File: src/rtl/ucsbece154b_miss_pkg.sv
// Shared types and helpers for the victim-cache miss handler.
// Holds the FSM state encoding, the line offset width and the line-alignment function.
package ucsbece154b_miss_pkg;

  typedef enum logic [2:0] {
    IDLE     = 3'd0,
    PROBE    = 3'd1,
    MEM_REQ  = 3'd2,
    MEM_WAIT = 3'd3,
    RESP     = 3'd4,
    DRAIN    = 3'd5
  } miss_state_e;

  localparam int LINE_WIDTH_DEFAULT = 128;

  // Byte-offset bits inside one line for the default line size.
  localparam int OFFSET_WIDTH = $clog2(LINE_WIDTH_DEFAULT / 8);

  // Byte-offset bits inside one line for an arbitrary line size.
  function automatic int offset_bits(input int line_width);
    return $clog2(line_width / 8);
  endfunction

  // Clears the low offset bits of a byte address (addresses up to 64 bits wide).
  function automatic logic [63:0] line_align(input logic [63:0] addr, input int offset);
    logic [63:0] mask;
    mask = ~((64'd1 << offset) - 64'd1);
    return addr & mask;
  endfunction

endpackage

File: src/rtl/ucsbece154b_sat_counter.sv
// Saturating event counter: counts up on inc and sticks at all-ones.
module ucsbece154b_sat_counter #(
  parameter int CNT_WIDTH = 32
) (
  input  logic                 clk,
  input  logic                 rst_n,
  input  logic                 inc,
  output logic [CNT_WIDTH-1:0] count
);

  // Increment on each event until the counter is full.
  always_ff @(posedge clk or negedge rst_n) begin
    if (!rst_n) begin
      count <= {CNT_WIDTH{1'b0}};
    end else if (inc && (count != {CNT_WIDTH{1'b1}})) begin
      count <= count + {{(CNT_WIDTH-1){1'b0}}, 1'b1};
    end else begin
      count <= count;
    end
  end

endmodule

File: src/rtl/ucsbece154b_victim_miss_handler.sv
// L1 miss handler sitting in front of a victim cache and main memory.
// A miss first probes the victim cache; only a victim miss goes to memory.
// The line displaced from L1 is written into the victim cache in the RESP cycle.
// Optional statistics counters are built when UCSBECE154B_MISS_STATS_EN is defined;
// otherwise vc_hits_o and mem_fetches_o read 0 and no counter flops exist.
module ucsbece154b_victim_miss_handler
  import ucsbece154b_miss_pkg::*;
#(
  parameter int ADDR_WIDTH = 56,
  parameter int LINE_WIDTH = 128,
  parameter int CNT_WIDTH  = 32
) (
  input  logic                  clk_i,
  input  logic                  rst_ni,
  input  logic                  flush_i,
  input  logic                  req_valid_i,
  output logic                  req_ready_o,
  input  logic [ADDR_WIDTH-1:0] req_addr_i,
  input  logic                  evict_valid_i,
  input  logic [ADDR_WIDTH-1:0] evict_addr_i,
  input  logic [LINE_WIDTH-1:0] evict_data_i,
  output logic                  resp_valid_o,
  output logic [LINE_WIDTH-1:0] resp_data_o,
  output logic                  vc_en_o,
  output logic [ADDR_WIDTH-1:0] vc_raddr_o,
  input  logic [LINE_WIDTH-1:0] vc_rdata_i,
  input  logic                  vc_hit_i,
  output logic                  vc_we_o,
  output logic [ADDR_WIDTH-1:0] vc_waddr_o,
  output logic [LINE_WIDTH-1:0] vc_wdata_o,
  output logic                  mem_req_valid_o,
  input  logic                  mem_req_ready_i,
  output logic [ADDR_WIDTH-1:0] mem_req_addr_o,
  input  logic                  mem_resp_valid_i,
  input  logic [LINE_WIDTH-1:0] mem_resp_data_i,
  output logic [CNT_WIDTH-1:0]  vc_hits_o,
  output logic [CNT_WIDTH-1:0]  mem_fetches_o
);

  localparam int OFFSET_W = offset_bits(LINE_WIDTH);

  miss_state_e           state_r;
  logic                  ready_r;
  logic                  resp_valid_r;
  logic                  vc_we_r;
  logic                  mem_req_valid_r;
  logic                  en_r;
  logic [ADDR_WIDTH-1:0] addr_r;
  logic [ADDR_WIDTH-1:0] mem_addr_r;
  logic                  ev_valid_r;
  logic [ADDR_WIDTH-1:0] ev_addr_r;
  logic [LINE_WIDTH-1:0] ev_data_r;
  logic [LINE_WIDTH-1:0] data_r;

  // Miss FSM with registered handshake, response and victim-write outputs.
  always_ff @(posedge clk_i or negedge rst_ni) begin
    if (!rst_ni) begin
      state_r         <= IDLE;
      ready_r         <= 1'b1;
      resp_valid_r    <= 1'b0;
      vc_we_r         <= 1'b0;
      mem_req_valid_r <= 1'b0;
      en_r            <= 1'b0;
      addr_r          <= {ADDR_WIDTH{1'b0}};
      mem_addr_r      <= {ADDR_WIDTH{1'b0}};
      ev_valid_r      <= 1'b0;
      ev_addr_r       <= {ADDR_WIDTH{1'b0}};
      ev_data_r       <= {LINE_WIDTH{1'b0}};
      data_r          <= {LINE_WIDTH{1'b0}};
    end else begin
      en_r         <= 1'b1;
      resp_valid_r <= 1'b0;
      vc_we_r      <= 1'b0;
      if (flush_i) begin
        mem_req_valid_r <= 1'b0;
        case (state_r)
          MEM_WAIT: begin
            // A response arriving with the flush is the one being discarded.
            if (mem_resp_valid_i) begin
              state_r <= IDLE;
              ready_r <= 1'b1;
            end else begin
              state_r <= DRAIN;
              ready_r <= 1'b0;
            end
          end
          MEM_REQ: begin
            // Memory already owes us a line if the handshake landed this cycle.
            if (mem_req_ready_i) begin
              state_r <= DRAIN;
              ready_r <= 1'b0;
            end else begin
              state_r <= IDLE;
              ready_r <= 1'b1;
            end
          end
          DRAIN: begin
            if (mem_resp_valid_i) begin
              state_r <= IDLE;
              ready_r <= 1'b1;
            end else begin
              state_r <= DRAIN;
              ready_r <= 1'b0;
            end
          end
          default: begin
            state_r <= IDLE;
            ready_r <= 1'b1;
          end
        endcase
      end else begin
        case (state_r)
          IDLE: begin
            if (req_valid_i) begin
              addr_r     <= req_addr_i;
              mem_addr_r <= ADDR_WIDTH'(line_align(64'(req_addr_i), OFFSET_W));
              ev_valid_r <= evict_valid_i;
              ev_addr_r  <= evict_addr_i;
              ev_data_r  <= evict_data_i;
              ready_r    <= 1'b0;
              state_r    <= PROBE;
            end else begin
              ready_r <= 1'b1;
              state_r <= IDLE;
            end
          end
          PROBE: begin
            if (vc_hit_i) begin
              data_r       <= vc_rdata_i;
              resp_valid_r <= 1'b1;
              vc_we_r      <= ev_valid_r;
              state_r      <= RESP;
            end else begin
              mem_req_valid_r <= 1'b1;
              state_r         <= MEM_REQ;
            end
          end
          MEM_REQ: begin
            if (mem_req_ready_i) begin
              mem_req_valid_r <= 1'b0;
              state_r         <= MEM_WAIT;
            end else begin
              mem_req_valid_r <= 1'b1;
              state_r         <= MEM_REQ;
            end
          end
          MEM_WAIT: begin
            if (mem_resp_valid_i) begin
              data_r       <= mem_resp_data_i;
              resp_valid_r <= 1'b1;
              vc_we_r      <= ev_valid_r;
              state_r      <= RESP;
            end else begin
              state_r <= MEM_WAIT;
            end
          end
          RESP: begin
            ready_r <= 1'b1;
            state_r <= IDLE;
          end
          DRAIN: begin
            if (mem_resp_valid_i) begin
              ready_r <= 1'b1;
              state_r <= IDLE;
            end else begin
              state_r <= DRAIN;
            end
          end
          default: begin
            mem_req_valid_r <= 1'b0;
            ready_r         <= 1'b1;
            state_r         <= IDLE;
          end
        endcase
      end
    end
  end

  // Flush suppresses any in-flight response/victim write and disables the victim cache.
  assign req_ready_o     = ready_r & ~flush_i;
  assign resp_valid_o    = resp_valid_r & ~flush_i;
  assign vc_we_o         = vc_we_r & ~flush_i;
  assign vc_en_o         = en_r & ~flush_i;
  assign resp_data_o     = data_r;
  assign vc_raddr_o      = addr_r;
  assign vc_waddr_o      = ev_addr_r;
  assign vc_wdata_o      = ev_data_r;
  assign mem_req_valid_o = mem_req_valid_r;
  assign mem_req_addr_o  = mem_addr_r;

`ifdef UCSBECE154B_MISS_STATS_EN
  logic hit_inc;
  logic fetch_inc;

  assign hit_inc   = (state_r == PROBE) && !flush_i && vc_hit_i;
  assign fetch_inc = (state_r == MEM_REQ) && mem_req_ready_i;

  ucsbece154b_sat_counter #(.CNT_WIDTH(CNT_WIDTH)) u_hit_cnt (
    .clk   (clk_i),
    .rst_n (rst_ni),
    .inc   (hit_inc),
    .count (vc_hits_o)
  );

  ucsbece154b_sat_counter #(.CNT_WIDTH(CNT_WIDTH)) u_fetch_cnt (
    .clk   (clk_i),
    .rst_n (rst_ni),
    .inc   (fetch_inc),
    .count (mem_fetches_o)
  );
`else
  assign vc_hits_o     = {CNT_WIDTH{1'b0}};
  assign mem_fetches_o = {CNT_WIDTH{1'b0}};
`endif

endmodule

File: config.mk
export PLATFORM = sky130hd
export DESIGN_NAME = ucsbece154b_victim_miss_handler
export DESIGN_NICKNAME = d
export VERILOG_FILES = /design/src/rtl/ucsbece154b_miss_pkg.sv /design/src/rtl/ucsbece154b_sat_counter.sv /design/src/rtl/ucsbece154b_victim_miss_handler.sv
export SDC_FILE = /design/constraint.sdc
export NUM_CORES = 1
export LEC_CHECK = 0
export ABC_AREA = 1
export BUFFER_PORTS_ARGS = -buffer_cell sky130_fd_sc_hd__buf_2
export CORE_AREA = 2 2 383 385
export CTS_CLUSTER_SIZE = 24
export DETAILED_ROUTE_END_ITERATION = 10
export DIE_AREA = 0 0 385 387
export HOLD_SLACK_MARGIN = 0.12
export PLACE_DENSITY = 0.3
export SLEW_MARGIN = 20
export SYNTH_ARGS = -nofsm -noshare
export SYNTH_HDL_FRONTEND = slang
export SYNTH_SLANG_ARGS = --single-unit
File: constraint.sdc
create_clock -name clk_i -period 4 [get_ports clk_i]
set_input_delay 0.8 -clock clk_i [delete_from_list [all_inputs] [get_ports clk_i]]
set_output_delay 0.8 -clock clk_i [all_outputs]
set_load 0.01 [all_outputs]
* Yosys cells after proc, flatten, opt, wreduce, memory -nomap -nowiden *
Cells that the tools add are included.
Widths: inputs -> output; s select.

storage, ports and cells
  output and inout bits = 493
  input bits = 504
  flip-flop bits (word level) = 429
  memories = 0
  bits in latches = 0
  bits in writable memories = 0
  memory bits (read-only) = 0
  word-level logic and storage cells = 66

cells by class
  mux-type cells = 29
  bitwise logic cells = 5
  divide/modulo/power cells = 0
  add/subtract/negate cells = 0
  $mul = 0
  $lt $le $gt $ge = 0
  equal/unequal tests = 11
  reduce and logical (&&, ||, !) cells = 9
  shifts and indexed selects = 0

operators with widths
  operator            count
  $mux 128            2
  $pmux 128 s2        1
  $mux 3              5
  $pmux 3 s5          1
  $mux 1              14
  $eq 3x2->1 const B  2
  $eq 3x3->1 const B  2
  $ne 3x3->1 const B  2
  $pmux 1 s2          3
  $pmux 1 s3          2
  $pmux 3 s2          1
  $and 1x1->1         4
  $ne 2x1->1 const B  2
  $ne 2x2->1 const B  2
  $reduce_and 2->1    2
  $reduce_and 4->1    1
  $reduce_or 4->1     1
  $eq 3x1->1 const B  1
  $logic_not 3->1     1
  $reduce_and 3->1    1
  $reduce_or 3->1     1
  $reduce_bool 2->1   1
  $reduce_or 2->1     1
  $not 1->1           1

* Logic depth before layout (Yosys ltp) *
  depth in word-level cells = 4
  depth in mapped cells = 9
  gate-level depth less buffers = 7

* Least setup slack after synthesis *
Ideal clock, no wire load.

  path kind = input to output
  start point = input flush_i
  end point = output req_ready_o
  required time = 3200 ps
  path buffers = 1
  path slack = 2079 ps
  cell stages on the path = 2
  data arrival time = 1121 ps
  cell sequence = buf_2 > nor2_1

on the way
  cells in the longest elaborated chain, start to end = 2

RTL lines
  element              RTL line                                source
  start, declared      ucsbece154b_victim_miss_handler.sv:15   input logic flush_i,
  $not 1->1 (no line)  -
  $and 1x1->1          ucsbece154b_victim_miss_handler.sv:180  assign req_ready_o = ready_r & ~flush_i;
  end, declared        ucsbece154b_victim_miss_handler.sv:17   output logic req_ready_o,

No other way between the ends.

* Worst setup path after layout *
  start point = register state_r[1]
  end point = register data_r[111] (netlist: resp_data_o[111])

on the way
  cells in the longest elaborated chain, start to end = 3
  elaborated cells between the ends (all ways) = 7
  those cells by class = eq/ne (4); mux (1); reduce/logical (2)

RTL lines
  element                                                    RTL line                                source
  start, declared                                            ucsbece154b_victim_miss_handler.sv:42   miss_state_e state_r;
  start signal, assigned                                     ucsbece154b_victim_miss_handler.sv:58   state_r <= IDLE;
  start signal, assigned                                     ucsbece154b_victim_miss_handler.sv:80   state_r <= IDLE;
  start signal, assigned                                     ucsbece154b_victim_miss_handler.sv:83   state_r <= DRAIN;
  $eq 3x2->1 or $eq 3x1->1 (tied branches)                   ucsbece154b_victim_miss_handler.sv:112  case (state_r)
  $ne 2x2->1 (no line) or $reduce_bool 2->1 (tied branches)  -
  $reduce_and 4->1 (no line)                                 -
  end signal, assigned                                       ucsbece154b_victim_miss_handler.sv:69   data_r <= {LINE_WIDTH{1'b0}};
  end signal, assigned                                       ucsbece154b_victim_miss_handler.sv:129  data_r <= vc_rdata_i;
  end signal, assigned                                       ucsbece154b_victim_miss_handler.sv:149  data_r <= mem_resp_data_i;
  end, declared                                              ucsbece154b_victim_miss_handler.sv:53   logic [LINE_WIDTH-1:0] data_r;

Parallel ways exist; a longest one is shown, timed or not.
A chain may end at the register's enable or synchronous reset.

==> impl_metrics.tcl <==
set metrics [dict create \
    die_x_um 385 \
    nets 3514 \
    critPathKind "reg2reg" \
    row_count 140 \
    fill_cells 16643 \
    ant_nets 0 \
    postLayoutCellArea_mm2 0.0248 \
    setup_violations 0 \
    critPathCaptureType "register" \
    hpwl_um 63700 \
    dieArea_mm2 0.149 \
    tritoncts "done" \
    rsz0062_at_grt "false" \
    synthTopCellsByArea "dfrtp_1 56%, nand2_1 33%, buf_4 6.5%, buf_6 1.3%, buf_2 1.2%" \
    required_ns 4.54 \
    dr_total_vias 16213 \
    synth-compound-area-share_pct 0.0889 \
    min_path_type "in2async" \
    ys_types 17 \
    setup_ws_ns 1.37 \
    final_max_slew_viol_count 0 \
    area_growth_pct 46.9 \
    cp-start-kind "register" \
    wl_per_cell_um 17.1 \
    leakage_nw 14.2 \
    drive_gt1_share_pct 34.4 \
    start_util_pct 11.7 \
    drt-pass1-iter-count 6 \
    routed_wl_um 85200 \
    yosys.area_share.simple_pct 34.2 \
    drv_cap 0 \
    synth_top_area_share_pct 55.7 \
    grt_pass1_wl_um 120000 \
    relSlewSlack_pct 24.4 \
    dpl_worst_slack_ns 1.32 \
    htreeDepth 2 \
    fin_setup_tns_ns 0 \
    overflow 0 \
    synth_edf_count 0 \
    final_cells 4976 \
    power_density_mw_per_mm2 724 \
    clkSinkCount 377 \
    path_clk_slew_ns 0.06 \
    syn_area_mm2 0.0169 \
    dp.cells 4872 \
    cts_root_buf "clkbuf_16" \
    reg2reg_from "state_r[1]" \
    drt-initial-drc-count 645 \
    synth-adder-area-share_pct 0 \
    async_reset_ff_share_pct 100 \
    io_buffers 928 \
    synth_mux_area_share_pct 0 \
    final.period_utilization_pct 65.7 \
    min_period_ns 2.63 \
    r2r_setup_slack_ns 1.37 \
    cp.arrival_ns 3.16 \
    avgSynthCellArea_um2 7.83 \
    globalplace.congestion 0.774 \
    viasPerCell 3.26 \
    final_core_util_pct 17.1 \
    hold_violations 0 \
    numCtsBuffers 53 \
    dieHeight_um 387 \
    vdd_ir_drop_max_mv 0.335 \
    yosys_warnings 0 \
    antenna_found_initial 19 \
    yosysMostFrequentCell "nand2_1" \
    synthCells 2157 \
    synth_top_family_by_area "simple AND/OR/NAND/NOR gates" \
    clk_path_buf_depth 3 \
    clock_latency_ns 0.63 \
    seq_area_frac_synth_pct 55.8 \
    timing.rr.end "resp_data_o[111]" \
    rr_worst_depth 7 \
    grt_max_degree 140 \
    post-cts-setup-buffers 0 \
    yosys.area.top_type "dfrtp_1" \
    postPlaceCellArea_mm2 0.0230 \
    ios 997 \
    drc 0 \
    max_freq_ghz 0.381 \
    hold_buffers 0 \
    hold_ws_ns 0.164 \
    synth_common_cells "1504 x nand2_1, 376 x dfrtp_1, 146 x buf_4" \
    synth-xor-area-share_pct 0 \
    ctsResizeCount 0 \
    core_region_area_mm2 0.145 \
    status "completed" \
    skew_ns 0.0281 \
    path_max_fanout 130 \
    ys_ff_latch 377 \
    worstMarginPinSlew_ns 1.13 \
    grtUsageTotal_pct 11.0 \
    total_power_mw 18.0 \
    synthFlopType "dfrtp_1" \
    first_global_vias 16702 \
]
==> flip-flops by register name, indices dropped and copies added (netlist names) <==
register and cells:
en_r 1, ev_valid_r 1, mem_req_addr_o 1, mem_req_valid_o 1, ready_r 1, resp_data_o 128
resp_valid_r 1, state_r 3, vc_raddr_o 55, vc_waddr_o 56, vc_wdata_o 128, vc_we_r 1
==> routing by layer <==
layer  global-route usage (%)  wire, um  share of wire, %
met2                     19.6     42900                50
met4                     3.11      1950               2.3
met1                     12.7     34400                40
met3                     2.97      5850               6.9
met5                        0       120              0.14
==> layout make-up <==
class	instances	area, um2	share of cell area [%]
Antenna cell	6	15.0	0.0605
Inverter	14	67.6	0.272
Sequential cell	377	9440	38.0
Clock inverter	15	188	0.756
Timing Repair Buffer	960	5040	20.3
Clock buffer	83	1600	6.45
Multi-Input combinational cell	1604	6070	24.5
Tap cell	1917	2400	9.66
==> worst max-delay path: stages (launching register included) <==
cell and delay, ns:
dfrtp_1 0.43, nand2_1 0.12, nor2_4 0.50, nand2_1 0.29, nand3_4 0.19, buf_12 0.39
nand2_1 0.12, nand2_1 0.11
==> cell families after synthesis <==
| kind of cell | Yosys count |
|---|---|
| and+or+nand+nor | 1532 |
| AOI/OAI and AO/OA | 3 |
| other | 2 |
| buffers and inverters | 243 |
| DFF | 377 |
==> worst max-delay path by stage <==
stage | endpoint | slack, ns | start | cells after the start
detailed placement | vc_wdata_o[71] | 1.32 | flush_i | 7
global placement | vc_wdata_o[96] | 1.33 | flush_i | 7
CTS | resp_data_o[69] | 1.40 | state_r[1] | 7
global route | resp_data_o[89] | 1.13 | state_r[1] | 7
floorplan | req_ready_o | 2.08 | flush_i | 2
finish | resp_data_o[111] | 1.37 | state_r[1] | 7
==> layout by cell type, fill, tap and decap left out, types with 2 or more instances in the layout <==
master / synthesis / routed
clkbuf_8: 0 / 12
inv_6: 0 / 3
clkbuf_1: 24 / 16
clkbuf_16: 0 / 55
clkinv_2: 0 / 7
nand3_1: 8 / 8
inv_1: 11 / 10
dfrtp_1: 376 / 376
buf_4: 146 / 20
diode_2: 0 / 6
bufinv_16: 0 / 4
buf_12: 0 / 12
nand4_1: 2 / 2
conb_1: 2 / 69
o21ai_0: 2 / 2
buf_2: 39 / 927
clkinvlp_4: 0 / 2
nand3_4: 0 / 2
nand2_1: 1504 / 1504
nor2_1: 15 / 15
==> where the power goes <==
group          switching (mW)  internal [mW]
sequential               1.04           5.56
combinational            4.03           2.40
clock                    1.96           2.99
Note: power is estimated with default switching activity, not from simulation.
